**src/rtl/pzcorebus_channel_buffer.sv**
```systemverilog
// Corebus buffering stage: independent command, write-data and response FIFOs
// with registered accepts, plus a limiter on outstanding non-posted commands.
module pzcorebus_channel_buffer #(
    parameter int CMD_WIDTH       = 64,
    parameter int DATA_WIDTH      = 72,
    parameter int RESP_WIDTH      = 80,
    parameter int CMD_DEPTH       = 4,
    parameter int DATA_DEPTH      = 8,
    parameter int RESP_DEPTH      = 8,
    parameter int MAX_OUTSTANDING = 16
) (
    input  logic                                     i_clk,
    input  logic                                     i_rst_n,
    input  logic                                     i_s_cmd_valid,
    output logic                                     o_s_cmd_accept,
    input  logic [CMD_WIDTH-1:0]                     i_s_cmd,
    input  logic                                     i_s_cmd_non_posted,
    input  logic                                     i_s_data_valid,
    output logic                                     o_s_data_accept,
    input  logic [DATA_WIDTH-1:0]                    i_s_data,
    input  logic                                     i_s_data_last,
    output logic                                     o_s_resp_valid,
    input  logic                                     i_s_resp_accept,
    output logic [RESP_WIDTH-1:0]                    o_s_resp,
    output logic                                     o_s_resp_last,
    output logic                                     o_m_cmd_valid,
    input  logic                                     i_m_cmd_accept,
    output logic [CMD_WIDTH-1:0]                     o_m_cmd,
    output logic                                     o_m_cmd_non_posted,
    output logic                                     o_m_data_valid,
    input  logic                                     i_m_data_accept,
    output logic [DATA_WIDTH-1:0]                    o_m_data,
    output logic                                     o_m_data_last,
    input  logic                                     i_m_resp_valid,
    output logic                                     o_m_resp_accept,
    input  logic [RESP_WIDTH-1:0]                    i_m_resp,
    input  logic                                     i_m_resp_last,
    output logic [$clog2(MAX_OUTSTANDING+1)-1:0]     o_outstanding,
    output logic                                     o_underflow
);
    localparam int CPW = $clog2(CMD_DEPTH);
    localparam int CCW = $clog2(CMD_DEPTH + 1);
    localparam int DPW = $clog2(DATA_DEPTH);
    localparam int DCW = $clog2(DATA_DEPTH + 1);
    localparam int RPW = $clog2(RESP_DEPTH);
    localparam int RCW = $clog2(RESP_DEPTH + 1);
    localparam int OW  = $clog2(MAX_OUTSTANDING + 1);

    // ---------------- command FIFO (non_posted bit stored as MSB) ----------------
    logic [CMD_WIDTH:0] cmd_mem [CMD_DEPTH];
    logic [CPW-1:0]     cmd_wr_ptr, cmd_rd_ptr;
    logic [CCW-1:0]     cmd_cnt, cmd_cnt_nxt;
    logic               cmd_accept, cmd_push, cmd_pop, cmd_nempty, cmd_allowed;
    logic [CMD_WIDTH:0] cmd_head;

    assign cmd_push   = i_s_cmd_valid & cmd_accept;
    assign cmd_pop    = o_m_cmd_valid & i_m_cmd_accept;
    assign cmd_nempty = (cmd_cnt != '0);
    assign cmd_head   = cmd_mem[cmd_rd_ptr];

    // NOTE: every always_comb output gets a default first so no path can infer a latch.
    always_comb begin
        cmd_cnt_nxt = cmd_cnt;
        if (cmd_push && !cmd_pop)      cmd_cnt_nxt = cmd_cnt + CCW'(1);
        else if (!cmd_push && cmd_pop) cmd_cnt_nxt = cmd_cnt - CCW'(1);
    end

    // NOTE: state uses non-blocking assignments so every flop samples pre-edge values.
    always_ff @(posedge i_clk or negedge i_rst_n) begin
        if (!i_rst_n) begin
            cmd_wr_ptr <= '0;
            cmd_rd_ptr <= '0;
            cmd_cnt    <= '0;
            cmd_accept <= 1'b0;
        end else begin
            if (cmd_push) cmd_wr_ptr <= cmd_wr_ptr + CPW'(1);
            if (cmd_pop)  cmd_rd_ptr <= cmd_rd_ptr + CPW'(1);
            cmd_cnt    <= cmd_cnt_nxt;
            cmd_accept <= (cmd_cnt_nxt != CCW'(CMD_DEPTH));
        end
    end

    // NOTE: storage arrays are not reset; occupancy counters alone define which entries are live.
    always_ff @(posedge i_clk) begin
        if (cmd_push) cmd_mem[cmd_wr_ptr] <= {i_s_cmd_non_posted, i_s_cmd};
    end

    // Outstanding only drops without a command issue, so a presented head stays allowed.
    assign cmd_allowed        = !cmd_head[CMD_WIDTH] || (o_outstanding < OW'(MAX_OUTSTANDING));
    assign o_s_cmd_accept     = cmd_accept;
    assign o_m_cmd_valid      = cmd_nempty & cmd_allowed;
    assign o_m_cmd            = cmd_nempty ? cmd_head[CMD_WIDTH-1:0] : '0;
    assign o_m_cmd_non_posted = cmd_nempty ? cmd_head[CMD_WIDTH] : 1'b0;

    // ---------------- write-data FIFO (last bit stored as MSB) ----------------
    logic [DATA_WIDTH:0] data_mem [DATA_DEPTH];
    logic [DPW-1:0]      data_wr_ptr, data_rd_ptr;
    logic [DCW-1:0]      data_cnt, data_cnt_nxt;
    logic                data_accept, data_push, data_pop, data_nempty;
    logic [DATA_WIDTH:0] data_head;

    assign data_push   = i_s_data_valid & data_accept;
    assign data_pop    = o_m_data_valid & i_m_data_accept;
    assign data_nempty = (data_cnt != '0);
    assign data_head   = data_mem[data_rd_ptr];

    always_comb begin
        data_cnt_nxt = data_cnt;
        if (data_push && !data_pop)      data_cnt_nxt = data_cnt + DCW'(1);
        else if (!data_push && data_pop) data_cnt_nxt = data_cnt - DCW'(1);
    end

    always_ff @(posedge i_clk or negedge i_rst_n) begin
        if (!i_rst_n) begin
            data_wr_ptr <= '0;
            data_rd_ptr <= '0;
            data_cnt    <= '0;
            data_accept <= 1'b0;
        end else begin
            if (data_push) data_wr_ptr <= data_wr_ptr + DPW'(1);
            if (data_pop)  data_rd_ptr <= data_rd_ptr + DPW'(1);
            data_cnt    <= data_cnt_nxt;
            data_accept <= (data_cnt_nxt != DCW'(DATA_DEPTH));
        end
    end

    always_ff @(posedge i_clk) begin
        if (data_push) data_mem[data_wr_ptr] <= {i_s_data_last, i_s_data};
    end

    assign o_s_data_accept = data_accept;
    assign o_m_data_valid  = data_nempty;
    assign o_m_data        = data_nempty ? data_head[DATA_WIDTH-1:0] : '0;
    assign o_m_data_last   = data_nempty ? data_head[DATA_WIDTH] : 1'b0;

    // ---------------- response FIFO (last bit stored as MSB) ----------------
    logic [RESP_WIDTH:0] resp_mem [RESP_DEPTH];
    logic [RPW-1:0]      resp_wr_ptr, resp_rd_ptr;
    logic [RCW-1:0]      resp_cnt, resp_cnt_nxt;
    logic                resp_accept, resp_push, resp_pop, resp_nempty;
    logic [RESP_WIDTH:0] resp_head;

    assign resp_push   = i_m_resp_valid & resp_accept;
    assign resp_pop    = o_s_resp_valid & i_s_resp_accept;
    assign resp_nempty = (resp_cnt != '0);
    assign resp_head   = resp_mem[resp_rd_ptr];

    always_comb begin
        resp_cnt_nxt = resp_cnt;
        if (resp_push && !resp_pop)      resp_cnt_nxt = resp_cnt + RCW'(1);
        else if (!resp_push && resp_pop) resp_cnt_nxt = resp_cnt - RCW'(1);
    end

    always_ff @(posedge i_clk or negedge i_rst_n) begin
        if (!i_rst_n) begin
            resp_wr_ptr <= '0;
            resp_rd_ptr <= '0;
            resp_cnt    <= '0;
            resp_accept <= 1'b0;
        end else begin
            if (resp_push) resp_wr_ptr <= resp_wr_ptr + RPW'(1);
            if (resp_pop)  resp_rd_ptr <= resp_rd_ptr + RPW'(1);
            resp_cnt    <= resp_cnt_nxt;
            resp_accept <= (resp_cnt_nxt != RCW'(RESP_DEPTH));
        end
    end

    always_ff @(posedge i_clk) begin
        if (resp_push) resp_mem[resp_wr_ptr] <= {i_m_resp_last, i_m_resp};
    end

    assign o_m_resp_accept = resp_accept;
    assign o_s_resp_valid  = resp_nempty;
    assign o_s_resp        = resp_nempty ? resp_head[RESP_WIDTH-1:0] : '0;
    assign o_s_resp_last   = resp_nempty ? resp_head[RESP_WIDTH] : 1'b0;

    // ---------------- outstanding non-posted limiter ----------------
    logic cnt_inc, cnt_dec;

    assign cnt_inc = cmd_pop & cmd_head[CMD_WIDTH];
    assign cnt_dec = resp_push & i_m_resp_last;

    always_ff @(posedge i_clk or negedge i_rst_n) begin
        if (!i_rst_n) begin
            o_outstanding <= '0;
            o_underflow   <= 1'b0;
        end else if (cnt_inc && !cnt_dec) begin
            o_outstanding <= o_outstanding + OW'(1);
        end else if (cnt_dec && !cnt_inc) begin
            if (o_outstanding == '0) o_underflow   <= 1'b1;
            else                     o_outstanding <= o_outstanding - OW'(1);
        end
    end

endmodule

```
**config.mk**
```make
export PLATFORM = sky130hd
export DESIGN_NAME = pzcorebus_channel_buffer
export DESIGN_NICKNAME = d
export VERILOG_FILES = /design/src/rtl/pzcorebus_channel_buffer.sv
export SDC_FILE = /design/constraint.sdc
export NUM_CORES = 2
export LEC_CHECK = 0
export ABC_CLOCK_PERIOD_IN_PS = 8700
export BUFFER_PORTS_ARGS = -buffer_cell sky130_fd_sc_hd__buf_2
export CAP_MARGIN = 20
export CORE_UTILIZATION = 54
export CTS_CLUSTER_DIAMETER = 80
export CTS_CLUSTER_SIZE = 14
export DETAILED_ROUTE_END_ITERATION = 10
export HOLD_SLACK_MARGIN = 0.06
export PLACE_DENSITY = 0.76
export SLEW_MARGIN = 15
export SYNTH_ARGS = -nofsm -noshare
export SYNTH_HDL_FRONTEND = slang
export SYNTH_SLANG_ARGS = --single-unit
```
**constraint.sdc**
```tcl
create_clock -name i_clk -period 8.7 [get_ports i_clk]
set_input_delay 0.87 -clock i_clk [delete_from_list [all_inputs] [get_ports i_clk]]
set_output_delay 0.87 -clock i_clk [all_outputs]
set_load 0.01 [all_outputs]
```
==> Word level (Yosys, flattened, before mapping) <==
Memory sizes are Yosys's and may differ from the RTL's.
Index checks and enable logic that the tools add are counted.
{ "classes": {"addsub": 14, "n_lt_le_gt_ge": 1, "eq_ne": 4, "mux": 21, "bitwise": 10, "n_reduce_logical": 25} }
{ "op_table": {"columns": ["cell", "n"], "rows": [
  ["80-bit 2-to-1 mux", 1],
  ["72-bit 2-to-1 mux", 1],
  ["64-bit 2-to-1 mux", 1],
  ["4-bit 2-to-1 mux", 4],
  ["3-bit by 1-bit adder with 3-bit output (second input constant)", 5],
  ["5-bit 2-to-1 mux", 3],
  ["1-bit bitwise AND", 9],
  ["1-bit logical NOT", 9],
  ["1-bit 2-to-1 mux", 9],
  ["4-bit by 1-bit adder with 4-bit output (second input constant)", 2],
  ["1-bit logical AND", 8],
  ["4-bit != test (second input constant)", 2],
  ["4-bit nonzero test", 2],
  ["4-bit by 1-bit subtractor with 4-bit output (second input constant)", 2],
  ["3-bit 2-to-1 mux", 2],
  ["5-bit by 1-bit adder with 5-bit output (second input constant)", 1],
  ["5-bit logical NOT", 1],
  ["5-bit less-than comparator (second input constant)", 1],
  ["5-bit by 1-bit subtractor with 5-bit output (second input constant)", 1],
  ["2-bit by 1-bit adder with 2-bit output (second input constant)", 2],
  ["3-bit != test (second input constant)", 1],
  ["3-bit AND reduction", 1],
  ["3-bit nonzero test", 1],
  ["3-bit by 1-bit subtractor with 3-bit output (second input constant)", 1],
  ["5 further kinds", 5]
]} }
{ "word_totals": {"reg_bits": 36, "ramBits": 1492, "inputBits": 227, "out_inout_bits": 231, "word_cells": 92, "memories": 3} }
{ "memory_table": {"columns": ["memory", "words", "width", "rd", "rd_ports_with_merged_regs", "wr", "line", "rtl"], "rows": [
  ["resp_mem", 8, 81, 1, 0, 1, "137", "logic [RESP_WIDTH:0] resp_mem [RESP_DEPTH];"],
  ["data_mem", 8, 73, 1, 0, 1, "96", "logic [DATA_WIDTH:0] data_mem [DATA_DEPTH];"],
  ["cmd_mem", 4, 65, 1, 0, 1, "50", "logic [CMD_WIDTH:0] cmd_mem [CMD_DEPTH];"]
]} }

==> Longest topological paths before layout <==
An unclocked memory read counts as a cell.
{ "depth": {"depth_word": 10, "ltp_mapped": 14} }

==> Worst setup path before layout <==
OpenSTA, ideal clock, no wires.
{ "synth_timing": {"path_type": "input -> register", "start": "in i_m_resp_valid", "end": "mem resp_mem[0][0] in the netlist's numbering, enable pin", "setup_time_ps": 719, "t_arrival_ps": 8803, "t_required_ps": 7981, "path_slack_ps": -822, "cell_stages": 3, "cell_sequence": "nand2_1 clkbuf_1 nor4_1"} }
{ "synth_via": {"elab_chain_cells": 3} }
{ "synth_rtl": {"columns": ["item", "line", "rtl"], "rows": [
  ["start: declaration", "34", "input logic i_m_resp_valid,"],
  ["1-bit bitwise AND", "143", "assign resp_push = i_m_resp_valid & resp_accept;"],
  ["1-bit 2-to-1 mux", "169", "if (resp_push) resp_mem[resp_wr_ptr] <= {i_m_resp_last, i_m_resp};"],
  ["1-bit 2-to-1 mux (implied by the code)", "169", null],
  ["end: declaration", "137", null]
]} }
No other way between the ends.

==> Worst setup path after layout <==
{ "layout_timing": {"start": "reg data_rd_ptr[0]", "end": "out o_m_data[7]"} }
{ "layout_via": {"elab_chain_cells": 2} }
{ "layout_rtl": {"columns": ["item", "line", "rtl"], "rows": [
  ["start: declaration", "97", "logic [DPW-1:0] data_wr_ptr, data_rd_ptr;"],
  ["start signal: assignment", "121", "if (data_pop) data_rd_ptr <= data_rd_ptr + DPW'(1);"],
  ["memory 8 x 73 bit", null, null],
  ["72-bit 2-to-1 mux", "133", "assign o_m_data = data_nempty ? data_head[DATA_WIDTH-1:0] : '0;"],
  ["end: declaration", "32", "output logic [DATA_WIDTH-1:0] o_m_data,"]
]} }
No other way between the ends.

==> metrics.md <==
| Metric | Value |
|---|---|
| Hold Path Class | primary input to async pin |
| Sequential share of the synthesized area | between 70% and 80% |
| Switch Pwr | 7.04 mW |
| Clock Power Share | 22.7% |
| GR Util All Layers | between 20% and 30% |
| Top delay family on crit path | buffers and inverters |
| Fraction of layout instances using a drive strength above 1 | 33.7% |
| Top-area cell type share of the netlist area | around three quarters |
| Cells after Synth | 2585 |
| Final Core Density | between 60% and 70% |
| CP dominant cell by count | buf_4 |
| Number of nets still failing antenna checks after routing | 0 |
| Synth Area in Adders | 0.463% |
| Setup violations, final | 0 |
| Slew @ Worst Pin | around 1.1 ns |
| R2R depth | 13 |
| Critical path's slowest cell | buf_4 |
| Worst-path cell chain | buf_4 -> buf_4 -> mux4_2 -> mux2i_1 -> nor2_1 -> buf_2 |
| Final Hold Viols | 0 |
| Worst vdd ir | 0.299 mV |
| Clock Latency Late Sink | approximately 0.75 ns |
| Row count | 120 |
| Max_slew headroom | around 25% |
| Initial antenna violation count | 36 |
| Post-Syn Nets | around 2800 |
| Vias in the first global route | roughly 29000 |
| Peak Freq | around 200 MHz |
| Async set-or-reset flop fraction in the synthesized netlist | 2.36% |
| I/O Pins | around 460 |
| Startpoint Class | register |
| Ys Warns | 0 |
| H-Tree Depth | 3 |
| Die Area | approximately 110000 sq um |
| Gpl congestion | approximately 0.77 |
| Largest area contributor in the netlist | edfxtp_1 |
| Syn Std Cell Area | 58400 sq um |
| Outcome | complete, no violations |
| Clock transition at path regs | 0.07 ns |
| Root Buffer | clkbuf_16 |
| Die Y | ~330 microns |
| Width of the die | about 330 microns |
| WP data required | about 7.8 ns |
| Compound-gate portion of the synthesized area | less than 1% |
| Gate power share | between 30% and 40% |
| Largest family of logic cells by synthesized area | multiplexers |
| Multiplexer area fraction after synthesis | about 17% |
| Crit path arrival time | about 4.1 ns |
| Core ar. | 107000 sq um |
| Setup Buffers After CTS | 0 |
| Min Tclk post-route | between 5 and 6 ns |
| Xor and xnor area share after synthesis | less than 1% |
| Pins Over Slew Limit | 0 |
| GRT overflow | 0 |
| Critical Path Fanout Max | 46 |
| Multi-input logic area | 12300 sq um |
| Placed Area | 62500 sq um |
| NumNets Final | between 3000 and 4000 |
| First-pass GRT wire length | ~180 mm |
| Final wirelength | 122 mm |
| Post-synthesis simple-gate area fraction | between 2 and 2.5% |
| Final worst-path cycle share | between 50% and 60% |
| RSZ-0062 raised after global routing | no |
| Fillers | slightly above 7000 |
| Top_reg_cell synth | edfxtp_1 |
| CTS buffer count | 120 |
| Vias/cell | between 6 and 7 |
| Leak | approximately 22 nW |
| Setup CP Type | register to primary output |
| Sequential power share | between 40 and 50% |
| Clock Path Buffers | 3 |
| TritonCTS clock tree | built |
| Register area | 45700 sq um |
| Clk sinks | 1528 |
| 1st-pass router iterations | 5 |
| Post-synth top cells | edfxtp_1, mux4_2, nor2_1 |
| Setup TNS | 0 ns |
| Total power | ~22 mW |
| Internal power | roughly 15 mW |
| Synth unique cells | 48 |
| Post-synthesis register bit count | 1528 |
| CP bufs+invs | 3 |
| Via count | 27400 |
| CP endpoint kind | primary output |
| PD cells | between 300 and 400 nW/um^2 |
| Routed len/inst | ~27 microns |
| Post-DP HPWL | roughly 70 mm |
| Count leader, synth | edfxtp_1 |
| DR iter-0 viols | about 2200 |
| Hold-fix buffers, CTS | 0 |
| Syn Area/Cell | around 23 sq um |
| Synth top area cells | edfxtp_1, mux4_2, mux2i_1 |
| Initial Util | 54.5% |
| Switching Fraction | a little under a third |
| DRC | 0 |
| Clk_skew | ~0.024 ns |
| Stages on worst setup path | 6 |
| Port bufs | about 460 |
| Finished Cell Area | 66000 sq um |
| Max-cap violation count | 0 |
| Resize count post-CTS | 0 |
| Pin count of the biggest net entering global routing | approximately 120 |
| Syn-to-layout area delta | 13.0% |
| Worst stage delay on the critical path | approximately 0.83 ns |
| EDFF count, synth | 1492 |
-- state kept, by name, indices dropped and copies added, names as in the netlist, 4 cells and up --
register       flops
cmd_mem          260
data_cnt           4
data_mem         584
o_outstanding      5
resp_cnt           4
resp_mem         648
-- worst register-to-register path, stage by stage (launching register included) --
cell	delay, ns
dfrtp_2	0.35
buf_4	0.73
mux4_2	0.52
a211oi_4	0.48
nand2_1	0.15
inv_1	0.09
ha_1	0.21
inv_1	0.12
ha_1	0.33
nor2b_1	0.15
o21a_1	0.17
or3_1	0.31
a21oi_1	0.19
xor2_1	0.15
-- worst paths after layout --
path / from / end / slack [ns]
worst max-delay path: data_rd_ptr[0] / o_m_data[7] / 3.70
worst min-delay path: i_rst_n / cmd_rd_ptr[0] / 0.28
worst max register to register: cmd_rd_ptr[1] / o_outstanding[4] / 4.69
worst min register to register: o_underflow / o_underflow / 0.49
max in group asynchronous: i_rst_n / resp_rd_ptr[2] / 7.71
min in group i_clk: i_s_cmd[39] / cmd_mem[2][39] / 0.35
-- logic make-up after synthesis --
| family | count (synthesis) |
|---|---|
| flops | 1528 |
| simple gates | 294 |
| buf+inv | 147 |
| compound gates | 38 |
| mux | 533 |
| xor+xnor | 24 |
| fa+ha+maj | 21 |
-- power groups by stage --
stage | Combinational, mW | Sequential (mW) | Clock (mW)
5_1_grt | 7.82 | 9.98 | 5.38
4_1_cts | 7.38 | 9.90 | 5.15
2_1_floorplan | 5.00 | 9.75 | 0
3_3_place_gp | 7.21 | 9.94 | 0
3_5_place_dp | 7.33 | 10.0 | 0
6_report | 7.27 | 9.88 | 5.02
-- per-layer routing --
layer | part of all wire, % | global-route usage (%) | routed length (microns)
met4 | 2.4 | 7.06 | 2940
met2 | 51 | 37.1 | 62200
met5 | 0.20 | 0 | 246
met3 | 8.2 | 5.56 | 10000
met1 | 38 | 28.9 | 46700
-- per-stage QoR --
step	instances	hold slack, ns	setup slack, ns
after floorplan	2585	0.470	0.0231
after global placement	4371	0.474	4.42
after detailed placement	4371	0.480	4.35
after CTS	4546	0.274	3.49
after global routing	4555	0.320	3.32
final	4562	0.283	3.70
-- layout by cell type (no fill, tap or decap), types with 19 or more instances in the layout --
cell	netlist	final
xnor2_1	19	19
edfxtp_1	1492	1492
dfrtp_1	36	28
inv_1	19	19
nor2_1	166	160
ha_1	20	20
clkbuf_1	67	43
nor2b_1	67	66
buf_4	0	52
mux4_2	373	373
clkbuf_16	0	120
mux2i_1	154	154
nand2_1	22	22
buf_2	33	457
-- cell type report --
type / instances / share of cell area [%]
repair buffers: 511 / 4.12
diodes: 16 / 0.0607
clock inverters: 12 / 0.419
inverters: 19 / 0.108
flip-flops and latches: 1528 / 69.3
well taps: 1403 / 2.66
clock buffers: 163 / 4.79
multi-input cells: 910 / 18.6
No activity file was read; power rests on OpenSTA's default activity.
